File: src/rtl/hs_tx_sender.sv
// Source-side handshake transmitter: FIFO-buffered words go out one at a time on sready/din and are held until sidle acks.
// First sready one edge after a word lands in an empty FIFO; in_ready drops when the FIFO is full; an in-flight word is never dropped.

module hs_tx_fifo #(
    parameter int WIDTH = 32,
    parameter int DEPTH = 4,
    localparam int PW = $clog2(DEPTH),
    localparam int CW = $clog2(DEPTH + 1)
) (
    input  logic             clk,
    input  logic             rst,
    input  logic             push_i,
    input  logic [WIDTH-1:0] wdat_i,
    input  logic             pop_i,
    output logic [WIDTH-1:0] rdat_o,
    output logic             full_o,
    output logic             empty_o,
    output logic [CW-1:0]    count_o
);
    logic [WIDTH-1:0] mem_q [DEPTH];
    logic [PW-1:0]    wr_ptr_q, wr_ptr_d;
    logic [PW-1:0]    rd_ptr_q, rd_ptr_d;
    logic [CW-1:0]    count_q, count_d;
    logic             do_push;
    logic             do_pop;

    assign full_o  = (count_q == CW'(DEPTH));
    assign empty_o = (count_q == '0);
    assign count_o = count_q;
    assign rdat_o  = mem_q[rd_ptr_q];
    assign do_push = push_i && !full_o;
    assign do_pop  = pop_i && !empty_o;

    always_comb begin
        wr_ptr_d = wr_ptr_q;
        rd_ptr_d = rd_ptr_q;
        count_d  = count_q;
        if (do_push) begin
            wr_ptr_d = wr_ptr_q + PW'(1);
        end
        if (do_pop) begin
            rd_ptr_d = rd_ptr_q + PW'(1);
        end
        case ({do_push, do_pop})
            2'b10:   count_d = count_q + CW'(1);
            2'b01:   count_d = count_q - CW'(1);
            default: count_d = count_q;
        endcase
    end

    always_ff @(posedge clk or posedge rst) begin
        if (rst) begin
            wr_ptr_q <= '0;
            rd_ptr_q <= '0;
            count_q  <= '0;
        end else begin
            wr_ptr_q <= wr_ptr_d;
            rd_ptr_q <= rd_ptr_d;
            count_q  <= count_d;
        end
    end

    // Storage needs no reset: only entries below count are ever read.
    always_ff @(posedge clk) begin
        if (do_push) begin
            mem_q[wr_ptr_q] <= wdat_i;
        end
    end
endmodule

module hs_tx_sender #(
    parameter int WIDTH   = 32,
    parameter int DEPTH   = 4,
    parameter int TIMEOUT = 255,
    localparam int CW = $clog2(DEPTH + 1)
) (
    input  logic             clk,
    input  logic             rst,
    input  logic             in_valid,
    input  logic [WIDTH-1:0] in_data,
    output logic             in_ready,
    output logic             sready,
    output logic [WIDTH-1:0] din,
    input  logic             sidle,
    output logic [CW-1:0]    fifo_count,
    output logic [15:0]      sent_cnt,
    output logic             busy,
    output logic             timeout_err,
    input  logic             err_clr
);
    typedef enum logic [1:0] {
        IDLE = 2'd0,
        REQ  = 2'd1,
        REL  = 2'd2
    } state_t;

    localparam logic [15:0] TMO = 16'(TIMEOUT);

    state_t           state_q, state_d;
    logic             sready_q, sready_d;
    logic [WIDTH-1:0] din_q, din_d;
    logic [15:0]      wait_q, wait_d;
    logic [15:0]      sent_q, sent_d;
    logic             err_q, err_d;
    logic             fifo_pop;
    logic             fifo_full;
    logic             fifo_empty;
    logic [WIDTH-1:0] head_dat;

    hs_tx_fifo #(
        .WIDTH (WIDTH),
        .DEPTH (DEPTH)
    ) u_fifo (
        .clk     (clk),
        .rst     (rst),
        .push_i  (in_valid),
        .wdat_i  (in_data),
        .pop_i   (fifo_pop),
        .rdat_o  (head_dat),
        .full_o  (fifo_full),
        .empty_o (fifo_empty),
        .count_o (fifo_count)
    );

    assign in_ready    = !fifo_full;
    assign sready      = sready_q;
    assign din         = din_q;
    assign sent_cnt    = sent_q;
    assign timeout_err = err_q;
    assign busy        = (state_q != IDLE) || !fifo_empty;

    always_comb begin
        state_d  = state_q;
        sready_d = sready_q;
        din_d    = din_q;
        wait_d   = wait_q;
        sent_d   = sent_q;
        err_d    = err_q && !err_clr;
        fifo_pop = 1'b0;
        case (state_q)
            IDLE: begin
                // sidle still high means the previous four-phase cycle has not closed.
                if (!fifo_empty && !sidle) begin
                    din_d    = head_dat;
                    sready_d = 1'b1;
                    fifo_pop = 1'b1;
                    wait_d   = '0;
                    state_d  = REQ;
                end
            end
            REQ: begin
                if (sidle) begin
                    sready_d = 1'b0;
                    state_d  = REL;
                end else if (wait_q != TMO) begin
                    wait_d = wait_q + 16'd1;
                    if (wait_q + 16'd1 == TMO) begin
                        err_d = 1'b1;
                    end
                end
            end
            REL: begin
                if (!sidle) begin
                    sent_d  = sent_q + 16'd1;
                    state_d = IDLE;
                end
            end
            default: begin
                sready_d = 1'b0;
                state_d  = IDLE;
            end
        endcase
    end

    always_ff @(posedge clk or posedge rst) begin
        if (rst) begin
            state_q  <= IDLE;
            sready_q <= 1'b0;
            din_q    <= '0;
            wait_q   <= '0;
            sent_q   <= '0;
            err_q    <= 1'b0;
        end else begin
            state_q  <= state_d;
            sready_q <= sready_d;
            din_q    <= din_d;
            wait_q   <= wait_d;
            sent_q   <= sent_d;
            err_q    <= err_d;
        end
    end
endmodule

File: config.mk
export PLATFORM = sky130hd
export DESIGN_NAME = hs_tx_sender
export DESIGN_NICKNAME = d
export VERILOG_FILES = /design/src/rtl/hs_tx_sender.sv
export SDC_FILE = /design/constraint.sdc
export NUM_CORES = 1
export LEC_CHECK = 0
export CORE_MARGIN = 2
export CORE_UTILIZATION = 51
export CTS_CLUSTER_SIZE = 20
export DETAILED_ROUTE_END_ITERATION = 8
export PLACE_DENSITY = 0.8
export SLEW_MARGIN = 0
export SYNTH_ARGS = -nofsm -noshare
export SYNTH_HDL_FRONTEND = slang
export SYNTH_HIERARCHICAL = 1
export SYNTH_SLANG_ARGS = --single-unit
File: constraint.sdc
create_clock -name clk -period 2.3 [get_ports clk]
set_input_delay 0.46 -clock clk [delete_from_list [all_inputs] [get_ports clk]]
set_output_delay 0.46 -clock clk [all_outputs]
set_load 0.03 [all_outputs]
==> impl_metrics.json, run 1 <==
{
  "synth_edf_count": 128,
  "placed_area_um2": 9620,
  "dr_total_vias": 4647,
  "yosysSeqAreaShare_pct": 69.4,
  "dieArea_um2": 17200,
  "nNetsFinal": 642,
  "initial_utilization_pct": 52.1,
  "synth_top_area_share_pct": 46.6,
  "finClkSkew_ps": 16.4,
  "ys_async_sr_fraction_pct": 36.9,
  "grt_pass1_vias": 4931,
  "ctsHtreeMaxLevel": 1,
  "numCtsBuffers": 22,
  "finalCriticalPeriod_ps": 2150,
  "portBuffers": 91,
  "required_ps": 1840,
  "yosysTopAreaCell": "edfxtp_1",
  "cts.sinks": 203,
  "rsz0062_at_grt": "false",
  "ys_warn_count": 6,
  "die_h_um": 131,
  "drt_iter0_drc": 290,
  "layout_commonest_cell": "edfxtp_1",
  "wl_um": 16200,
  "critPathLaunchType": "register",
  "clockBufferDepth": 3,
  "worstSetupEndpointType": "primary output",
  "drc_errors": 0,
  "grt_pass1_wl_um": 26100,
  "fin_crit_sh_pct": 93.4,
  "status": "complete, no violations",
  "power-per-cell-area_nw_per_um2": 1250,
  "worst_pin_slew_ps": 567,
  "maxCapViolations": 0,
  "slew_violations": 0,
  "antenna_cells": 0,
  "fin_total_pwr_w": 0.0128,
  "gp_congestion": 0.825,
  "worstPathArrival_ps": 1690,
  "synth_area_um2": 8250,
  "r2r-end": "wait_q[15]",
  "clk_pin_slew_worst_paths_ps": 60,
  "hp-class": "in -> async",
  "die_x_um": 131,
  "coreArea_um2": 15800,
  "worstSetupPathType": "reg -> out",
  "netlist_instances": 474,
  "gr-usage-all-layers_pct": 19.2,
  "hold_viol": 0,
  "clockRootBuffer": "clkbuf_16",
  "antenna_found_initial": 0,
  "r2r_setup_slack_ps": 200,
  "fmaxAchievable_mhz": 466,
  "dp_hpwl_um": 10400,
  "layout_common_cells": "edfxtp_1, clkdlybuf4s50_1, dfrtp_1",
  "postLayoutCoreUtil_pct": 65.0,
  "synth_seq_cells": 203,
  "synthToLayoutAreaGrowth_pct": 24.8,
  "grt_overflow_total": 0,
  "finalInstanceArea_um2": 10300,
  "clk_latency_ps": 510,
  "vias_per_cell": 5.61,
  "peakVddDrop_mv": 0.785,
  "r2r_start": "wait_q[1]",
  "drive_gt1_share_pct": 23.7,
  "whs_ps": 240,
  "cts_tree": "done",
  "rr_worst_depth": 7,
  "ys_types": 55,
  "synthTopCellsByArea": "edfxtp_1, dfrtp_1, mux4_2",
  "final_cell_count_no_fill": 828,
  "synth_nets": 520,
  "yosys_most_used_dff": "edfxtp_1",
  "setup_viol": 0,
  "std_cell_rows": 46,
  "crit_fanout": 4,
  "power_leakage_nw": 3.74,
  "ant_nets": 0,
  "io_pins": 92,
  "slew_headroom_pct": 61.9,
  "syn_avg_cell_area_um2": 17.4,
  "grt_max_degree": 58,
  "detail_route.wl_per_cell_um": 19.6,
  "firstDrtPassIters": 5,
  "placed_cells": 788
}
==> cell type report <==
cell class,count,area (um^2)
Fill cell,1107,5540
Inverter,13,48.8
Timing Repair Buffer,120,1220
Multi-Input combinational cell,236,2350
Clock buffer,26,566
Clock inverter,14,111
Sequential cell,203,5730
Tap cell,216,270
==> synth_stat cells (all sizes together) (5+ instances only) <==
| cell type | instances |
|---|---|
| edfxtp | 128 |
| dfrtp | 75 |
| mux2 | 34 |
| mux4 | 32 |
| buf | 18 |
| xnor2 | 18 |
| nand2 | 16 |
| nand3 | 14 |
| inv | 13 |
| o21ai | 13 |
| nand4 | 11 |
| nor2 | 11 |
| o31ai | 11 |
| ha | 8 |
| xor2 | 7 |
| and2 | 6 |
| a21oi | 5 |
| and4 | 5 |
==> worst max-delay path: stages (launching register included) <==
cell             delay, ps
dfrtp_2                380
buf_4                  140
clkdlybuf4s50_1        670
==> where the power goes <==
group          total [W]  leakage (nW)  switching [W]  internal, W
Clock            0.00323         0.332        0.00135      0.00188
Combinational    0.00425          1.29        0.00216      0.00209
Sequential       0.00535          2.12       0.000519      0.00483
==> registers in the layout, indices dropped and copies added, names as in the netlist <==
| register | cells |
|---|---|
| timeout_err | 1 |
| u_fifo/rd_ptr_q | 2 |
| u_fifo/count_o | 3 |
| sent_cnt | 16 |
| state_q | 2 |
| u_fifo/mem_q | 128 |
| sready | 1 |
| din | 32 |
| u_fifo/wr_ptr_q | 2 |
| wait_q | 16 |
==> through the flow <==
stage | setup WS (ps) | setup TNS (ps)
final | 152 | 0
after global routing | 34.2 | 0
after CTS | 6.58 | 0
after detailed placement | -146 | -160
after global placement | -91.6 | -91.6
after floorplan | -139 | -161
==> worst max path at each step <==
| stage | start | slack (ps) | end |
|---|---|---|---|
| 2_1_floorplan | u_fifo/count_o[0] | -140 | u_fifo/count_o[2] |
| 3_3_place_gp | sidle | -90 | u_fifo/count_o[2] |
| 3_5_place_dp | sidle | -150 | u_fifo/count_o[2] |
| 4_1_cts | u_fifo/count_o[0] | 7 | busy |
| 5_1_grt | u_fifo/count_o[0] | 30 | u_fifo/count_o[2] |
| 6_report | u_fifo/count_o[1] | 150 | fifo_count[1] |
==> logic make-up (layout without fill, tap and decap cells) <==
group | count (synthesis) | in the layout | synth area share [%]
flip-flops | 203 | 203 | 69.4
AND/OR/NAND/NOR | 92 | 92 | 6.60
adder cells (fa/ha/maj) | 9 | 9 | 1.46
XOR/XNOR | 25 | 25 | 2.66
AO/OA/AOI/OAI | 43 | 43 | 3.67
multiplexers | 67 | 67 | 13.7
buffers and inverters | 35 | 173 | 2.56
==> per-layer routing <==
layer / vias up / GRT usage (%) / routed length [um]
li1: 2085 / - / -
met1: 2325 / 24.5 / 6400
met2: 200 / 33.5 / 8260
met3: 37 / 4.67 / 1260
met4: 0 / 4.53 / 312
met5: - / 0 / 0
==> timing repair <==
item,4_1_cts,5_1_grt
gates resized for setup,4,1
endpoints found under the setup margin,2,1
buffers inserted,0,0
pin swaps,0,0
hold buffers,0,0
No activity file was read; power rests on OpenSTA's default activity.
==> inputs of run 2 (changes only) <==
--- a/config.mk
+++ b/config.mk
@@ -6,10 +6,12 @@
 export NUM_CORES = 1
 export LEC_CHECK = 0
 export CORE_MARGIN = 2
-export CORE_UTILIZATION = 51
+export CORE_UTILIZATION = 53
+export CTS_BUF_LIST = sky130_fd_sc_hd__clkbuf_8
 export CTS_CLUSTER_SIZE = 20
 export DETAILED_ROUTE_END_ITERATION = 8
-export PLACE_DENSITY = 0.8
+export PLACE_DENSITY = 0.83
+export RECOVER_POWER = 25
 export SLEW_MARGIN = 0
 export SYNTH_ARGS = -nofsm -noshare
 export SYNTH_HDL_FRONTEND = slang
==> run 2 against run 1 <==
  * Die area decreased by 3.7%
  * Cell area decreased by 1.1%
  * Sequential power about the same
  * Largest power group unchanged
==> impl_metrics.json, run 2 (synthesis gave the netlist of run 1 again) <==
{
  "power.switching_w": 0.00396,
  "place_ws_ps": -140,
  "ctsHoldBuffers": 0,
  "layout_common_cells": "edfxtp_1, dfrtp_1, clkdlybuf4s50_1",
  "std_cell_rows": 45,
  "rsz0062_at_grt": "false",
  "peakVddDrop_mv": 0.772,
  "grt_pass1_wl_um": 25500,
  "finalCriticalPeriod_ps": 2220,
  "slew_headroom_pct": 66.6,
  "grt_pass1_vias": 5031,
  "sequential_cell_area_um2": 5730,
  "setup_viol": 0,
  "worstSetupPathType": "reg -> out",
  "sw_frac_of_total_pct": 32.2,
  "clockBufferDepth": 3,
  "placed_cells": 758,
  "clkPwrFrac_pct": 22.8,
  "worstPathArrival_ps": 1760,
  "clockRootBuffer": "clkbuf_8",
  "numCtsBuffers": 34,
  "ant_nets": 0,
  "detail_route.wl_per_cell_um": 19.2,
  "firstDrtPassIters": 4,
  "post_cts_buffers": 0,
  "regMostFlops": "u_fifo/mem_q",
  "fmaxAchievable_mhz": 449,
  "fin_crit_sh_pct": 96.7,
  "required_ps": 1840,
  "grt_max_degree": 69,
  "cts.sinks": 203,
  "die_x_um": 129,
  "synthToLayoutAreaGrowth_pct": 23.4,
  "maxCapViolations": 0,
  "dieArea_um2": 16600,
  "hp-class": "in -> async",
  "critPathLaunchType": "register",
  "coreArea_um2": 15200,
  "drt_iter0_drc": 318,
  "die_h_um": 129,
  "finClkSkew_ps": 30.6,
  "clk_latency_ps": 520,
  "layout_commonest_cell": "edfxtp_1",
  "setup-tns-final_ps": 0,
  "multi_input_area_um2": 2350,
  "nFillCells": 1010,
  "slew_violations": 0,
  "drc_errors": 0,
  "dr_total_vias": 4652,
  "hold_viol": 0,
  "dp_hpwl_um": 10000,
  "largest_register_ffs": 128,
  "worst_pin_slew_ps": 501,
  "initial_utilization_pct": 54.2,
  "drive_gt1_share_pct": 24.5,
  "status": "complete, no violations",
  "power-per-cell-area_nw_per_um2": 1210,
  "clk_pin_slew_worst_paths_ps": 60,
  "crit_fanout": 2,
  "io_pins": 92,
  "portBuffers": 91,
  "cts_resized": 5,
  "pwr-share-seq_pct": 43.3,
  "gp_congestion": 0.842,
  "grt_overflow_total": 0,
  "final_cell_count_no_fill": 818,
  "vias_per_cell": 5.69,
  "wl_um": 15700,
  "fin_ws_ps": 75.1,
  "antenna_found_initial": 3,
  "worstSetupEndpointType": "primary output",
  "power_leakage_nw": 3.78,
  "nNetsFinal": 652,
  "ctsHtreeMaxLevel": 2,
  "cellInternalPower_w": 0.00834,
  "cts_tree": "done",
  "gr-usage-all-layers_pct": 20.0,
  "p_comb_share_pct": 33.9
}
## run 2: critical path, stage by stage, from the launching register on
cell,delay [ps]
dfrtp_2,420
nor3_4,240
nor2b_4,210
nand2b_1,90
clkdlybuf4s15_2,290
## run 2: path summary, 6_finish.rpt
path	start	to	slack, ps	cells past startpoint
max in group asynchronous	rst	din[8]	1450	3
max reg2reg	u_fifo/count_o[0]	u_fifo/count_o[2]	170	9
min	rst	u_fifo/wr_ptr_q[0]	360	2
max	u_fifo/count_o[2]	busy	80	4
min reg2reg	sent_cnt[9]	sent_cnt[9]	490	1
min in group clk	sent_cnt[9]	sent_cnt[9]	490	1
## run 2: layout make-up
| cell class | count | area share, % |
|---|---|---|
| clock inverter | 23 | 0.996 |
| antenna | 1 | 0.0246 |
| multi-input combinational | 236 | 23.1 |
| inverter | 13 | 0.480 |
| timing repair buffer | 118 | 11.9 |
| tap | 188 | 2.31 |
| clock buffer | 36 | 4.87 |
| sequential | 203 | 56.3 |
## run 2: per-layer routing
layer	vias to the layer above	part of all wire [%]	GRT usage [%]
met1	2385	42	25.3
met5	-	0.20	0
met3	29	6.0	5.90
met2	127	50	33.4
met4	4	1.8	7.10
li1	2107	-	-
## run 2: power groups by stage
stage	combinational, W	sequential [W]	clock [W]
2_1_floorplan	0.00206	0.00594	0
3_3_place_gp	0.00414	0.00534	0
3_5_place_dp	0.00422	0.00539	0
4_1_cts	0.00424	0.00534	0.00289
5_1_grt	0.00446	0.00542	0.00306
6_report	0.00418	0.00533	0.00280
## run 2: stage by stage
stage,power [W],util [%],area [um^2],hold WS (ps)
final,0.0123,66.9,10200,363
after CTS,0.0125,66.9,10200,249
after floorplan,0.00800,-,8280,263
after global routing,0.0129,66.9,10200,387
after global placement,0.00947,62.9,9570,462
after detailed placement,0.00961,62.9,9570,486
==> inputs of run 3 (changes only) <==
--- a/config.mk
+++ b/config.mk
@@ -12,7 +12,6 @@
 export DETAILED_ROUTE_END_ITERATION = 8
 export PLACE_DENSITY = 0.83
 export RECOVER_POWER = 25
-export SLEW_MARGIN = 0
 export SYNTH_ARGS = -nofsm -noshare
 export SYNTH_HDL_FRONTEND = slang
 export SYNTH_HIERARCHICAL = 1
==> results of run 3 <==
Final layout, timing and power as in run 2 (identical DEF).
==> RTL change 1, RTL diff (config.mk and constraints of run 2) <==
The 3 states of `state_t` get a one-hot encoding in 3 bits.
--- a/src/rtl/hs_tx_sender.sv
+++ b/src/rtl/hs_tx_sender.sv
@@ -88,10 +88,10 @@
     output logic             timeout_err,
     input  logic             err_clr
 );
-    typedef enum logic [1:0] {
-        IDLE = 2'd0,
-        REQ  = 2'd1,
-        REL  = 2'd2
+    typedef enum logic [2:0] {
+        IDLE = 3'b001,
+        REQ  = 3'b010,
+        REL  = 3'b100
     } state_t;
 
     localparam logic [15:0] TMO = 16'(TIMEOUT);
Check against the original RTL: same outputs for any inputs over 4 cycles, from zero or initial values and one cycle with rst high; so few cycles prove little.
==> RTL change 1 against run 2 <==
Setup slack got worse by 0.030 ns. Design area rose by 4.2%. Power rose by 4.9%. Critical path type is now flop to flop. Die area rose by 2.3%. Synthesized cell count rose by 21%. Count of clock-buffer cells in the layout rose by 5. Register-to-register slack got worse by 0.12 ns. Wire length rose by 10%. Non-clock buffer count rose by 8. Final cell count rose by 17%. Area after synthesis rose by 2.4%. Global-route usage rose by 1.5 points. Sequential cell count rose by 1.
==> RTL change 1: results (changes against run 2) <==
[final_layout]
finalNonFillerCells = 954  ; +17%
ff_latch_area_mm2 = 0.00575  ; +0.46%
fillers = 1047  ; +3.7%
layout.nonclk_buf_share_pct = 12.1  ; +0.21 points
final_area_mm2 = 0.0106  ; +4.2%
clkCellAreaFrac_pct = 6.94  ; +1.1 points
nonClockBufferCount = 126  ; +6.8%
nonClockInverterCount = 21  ; +8
multi_input_area_mm2 = 0.00247  ; +5.1%

[pwr]
leakage_nw = 4.16  ; +10%
p_seq_mw = 5.27  ; -1%
intPower_mw = 8.63  ; +3.4%
p_seq_share_pct = 40.8  ; -2.5 points
clkPwrFrac_pct = 25.8  ; +3.0 points

[placement]
routabilityCongestion = 0.856  ; +1.7%
place.detailed.hpwl_um = 11000  ; +9.8%
dpl_cell_area_mm2 = 0.00983  ; +2.7%
pre_cts_slack_ns = -0.171  ; -0.0310 ns
dp_cells = 888  ; +17%

[grt]
grt_util_met3_pct = 5.74  ; -0.16 points
grt_use_met1_pct = 27.5  ; +2.2 points
grt_pass1_wl_um = 27900  ; +9.3%
first_global_vias = 5482  ; +9.0%
grt_use_total_pct = 21.6  ; +1.5 points
gr-usage-met2_pct = 36.2  ; +2.9 points
antenna_found_initial = 1  ; -2
grt_max_degree = 35  ; -49%

[critical_path]
r2r_cells = 6  ; -3
cp.arrival_ns = 2.64  ; +0.88 ns
crit_end = wait_q[6]
path_max_fanout = 17  ; +15
critPathLaunch = wait_q[15]
cp_slowest_cell = or4_4
cpPeakStageDelay_ns = 0.54  ; +0.12 ns

[yosys]
synth_mux_area_share_pct = 9.22  ; -4.5 points
synth_commonest_cells = edfxtp_1 (128), nand2_1 (125), dfrtp_1 (75)
ys_top_cells_by_area = edfxtp_1 (46%), dfrtp_1 (22%), mux4_2 (7.5%)
synthAdderAreaFrac_pct = 1.42  ; -0.033 points
ys_types = 58  ; +5.5%
syn-cell-area_mm2 = 0.00844  ; +2.4%
synthArstFlopShare_pct = 37.3  ; +0.31 points
synth-compound-area-share_pct = 4.54  ; +0.86 points
syn_nets = 621  ; +19%
ys_seq_area_share_pct = 68.1  ; -1.3 points
postSynthAreaPerCell_um2 = 14.7  ; -16%

[route]
met2WireLength_um = 8670  ; +11%
drt-met1-wl_um = 6970  ; +6.0%
drtIter0Drc = 347  ; +9.1%
top_layer = met4
detail_route.wl_per_cell_um = 18.1  ; -5.6%
vias_per_cell = 5.38  ; -5.4%
wl_met3_um = 1310  ; +39%

[sta]
max_slew.worst_pin.slew_ns = 1.18  ; +0.682 ns
max_freq_ghz = 0.444  ; -1.3%
fin_skew_ns = 0.0222  ; -0.00841 ns

[clock_tree]
cts_buffers = 35  ; +2.9%
worstSkewPairLatency_ns = 0.53
cts_num_sinks = 204  ; +0.49%

[outcome]
status = complete, no violations

==> RTL change 1: cell count changes in the layout (fill, tap and decap cells not counted), sizes merged, moves of 8 or more <==
| cell | before | now |
|---|---|---|
| nand2 | 16 | 125 |
| mux2 | 34 | 2 |
| o31ai | 11 | 0 |
| a31oi | 2 | 12 |
| buf | 27 | 35 |
==> RTL change 1: worst reg2reg max path: cells and delay by family (launching register included) <==
kind,cells,cell delay [ns]
simple gates,2,1.02
flops,1,0.38
compound gates,3,0.58
buf+inv,1,0.15
==> RTL change 1: what timing repair did <==
| action | 4_1_cts | 5_1_grt |
|---|---|---|
| endpoints found under the setup margin | 2 | 4 |
| setup buffers | 0 | 1 |
| resized for setup | 4 | 3 |
| hold buffers | 0 | 0 |
==> RTL change 1: kinds of logic (layout without fill, tap and decap cells) <==
family	after synthesis	after routing
DFF	204	204
and+or+nand+nor	197	197
AOI/OAI and AO/OA	55	55
buffers and inverters	49	211
muxes	36	36
xor gates and xnor gates	25	25
adders and majority gates	9	9
other	0	1
==> RTL change 2, RTL diff (settings of run 2) <==
Made on the original files. The parameter `TIMEOUT` goes from 255 to 127.
--- a/src/rtl/hs_tx_sender.sv
+++ b/src/rtl/hs_tx_sender.sv
@@ -71,7 +71,7 @@
 module hs_tx_sender #(
     parameter int WIDTH   = 32,
     parameter int DEPTH   = 4,
-    parameter int TIMEOUT = 255,
+    parameter int TIMEOUT = 127,
     localparam int CW = $clog2(DEPTH + 1)
 ) (
     input  logic             clk,
Check against the original RTL: no difference found for any inputs over 4 cycles, from zero or initial values and one cycle with rst high; that may be too few to reach the edited logic, so the function may still have changed.
==> RTL change 2 against run 2 <==
Sequential power is essentially flat. Wire length grew 1.2%. Critical path type unchanged. Power grew 1.5%. Area after synthesis grew 1.1%. Sequential cell count is the same. Largest cell class unchanged. Setup slack gained 0.057 ns. Design area grew 1.2%. Largest power group unchanged. Fmax grew 2.6%. Core utilization grew 0.55 points. Clock power grew 9.6%.
==> RTL change 2: results (changes against run 2) <==
[outcome]
status = complete, no violations

[sta]
slew_headroom_pct = 26.2  ; -40 points
fin_skew_ns = 0.0130  ; -0.0175 ns
period_needed_ns = 2.17  ; -0.0569 ns

[pwr]
leakage_nw = 3.81  ; +0.70%
p_sw_share_pct = 32.2  ; about the same

[grt]
grt_use_total_pct = 20.0  ; about the same
first_global_vias = 4990  ; -0.81%
grt_pass1_wl_um = 25500  ; about the same

[critical_path]
crit_end = fifo_count[2]
r2r-end = wait_q[12]
cp_top_family = buffers and inverters
r2r_slack_ns = 0.20  ; +0.03 ns
reg2reg_from = wait_q[2]
cp_slowest_cell = clkdlybuf4s50_1
cp.arrival_ns = 1.71  ; -0.05 ns
path_max_fanout = 4  ; +2
r2r_cells = 6  ; -3
cpPeakStageDelay_ns = 0.66  ; +0.24 ns

[route]
met2WireLength_um = 8090  ; +3.1%
drt_pass1_iterations = 5  ; +1
top_layer = met4
drtIter0Drc = 317  ; -0.31%
vias_per_cell = 5.52  ; -3.0%
wl_met3_um = 971  ; +3.6%
drt-met1-wl_um = 6450  ; -1.8%

[placement]
dpl_cell_area_mm2 = 0.00965  ; +0.80%
place.detailed.hpwl_um = 9910  ; -1.1%
pre_cts_slack_ns = -0.201  ; -0.0615 ns
routabilityCongestion = 0.810  ; -3.8%

[clock_tree]
root_buffer = clkbuf_8
cts_buffers = 35  ; +2.9%

[yosys]
syn_nets = 534  ; +2.7%
ys_types = 58  ; +5.5%
ys_seq_area_share_pct = 68.6  ; -0.74 points
postSynthAreaPerCell_um2 = 17.1  ; -1.8%
synth_commonest_cells = edfxtp_1 (128), dfrtp_1 (75), mux2_2 (34)

[final_layout]
drive_above_1_share_pct = 24.7  ; +0.24 points
nets = 663  ; +1.7%

-- RTL change 2: cells by family (layout without fill, tap and decap cells) --
group                    Yosys count  after routing  synth area share (%)
AO/OA/AOI/OAI                     55             55                  4.59
XOR/XNOR                          24             24                  2.52
adder cells (fa/ha/maj)            9              9                  1.44
buffers and inverters             37            192                  2.58
flip-flops                       203            203                  68.6
multiplexers                      67             67                  13.5
other                              0              3                     0
AND/OR/NAND/NOR                   93             93                  6.69
-- RTL change 2: layout make-up --
| type | count | area (um^2) |
|---|---|---|
| fillers | 1032 | 4960 |
| diodes | 3 | 7.51 |
| clock inverters | 25 | 143 |
| multi-input cells | 248 | 2430 |
| flip-flops and latches | 203 | 5730 |
| clock buffers | 38 | 523 |
| well taps | 211 | 264 |
| inverters | 13 | 48.8 |
| repair buffers | 116 | 1150 |
-- RTL change 2: repair_timing --
item / in CTS / in global routing
setup endpoints to repair: 2 / 1
buffers inserted: 0 / 0
pin swaps: 0 / 0
gates resized for setup: 3 / 1
endpoints found under the hold margin: 0 / 0
-- RTL change 2: metal layers --
metal | up-vias | track usage (%)
met5 | - | 0
met4 | 0 | 7.72
met3 | 29 | 5.90
met2 | 139 | 34.1
met1 | 2418 | 24.4
li1 | 2142 | -
-- RTL change 2: power by group through the flow --
stage               registers [mW]  logic, mW  clock network, mW
global placement              5.31       4.08                  0
floorplan                     5.95       2.06                  0
global route                  5.41       4.41               3.31
CTS                           5.32       4.19               3.15
finish                        5.31       4.11               3.07
detailed placement            5.38       4.18                  0
-- RTL change 2: worst min-delay path by stage --
stage	startpoint	end	slack (ns)	cells after the start
5_1_grt	rst	u_fifo/wr_ptr_q[1]	0.36	2
6_report	rst	u_fifo/wr_ptr_q[0]	0.38	2
4_1_cts	rst	u_fifo/wr_ptr_q[1]	0.26	2
3_3_place_gp	sent_cnt[15]	sent_cnt[15]	0.46	1
3_5_place_dp	sent_cnt[15]	sent_cnt[15]	0.47	1
2_1_floorplan	rst	u_fifo/rd_ptr_q[0]	0.26	1
-- RTL change 2: metrics by stage --
step                      setup TNS (ns)  total power [mW]
final                                  0              12.5
after global routing                   0              13.1
after CTS                              0              12.7
after detailed placement          -0.257              9.56
after global placement            -0.190              9.39
after floorplan                  -0.0696              8.01
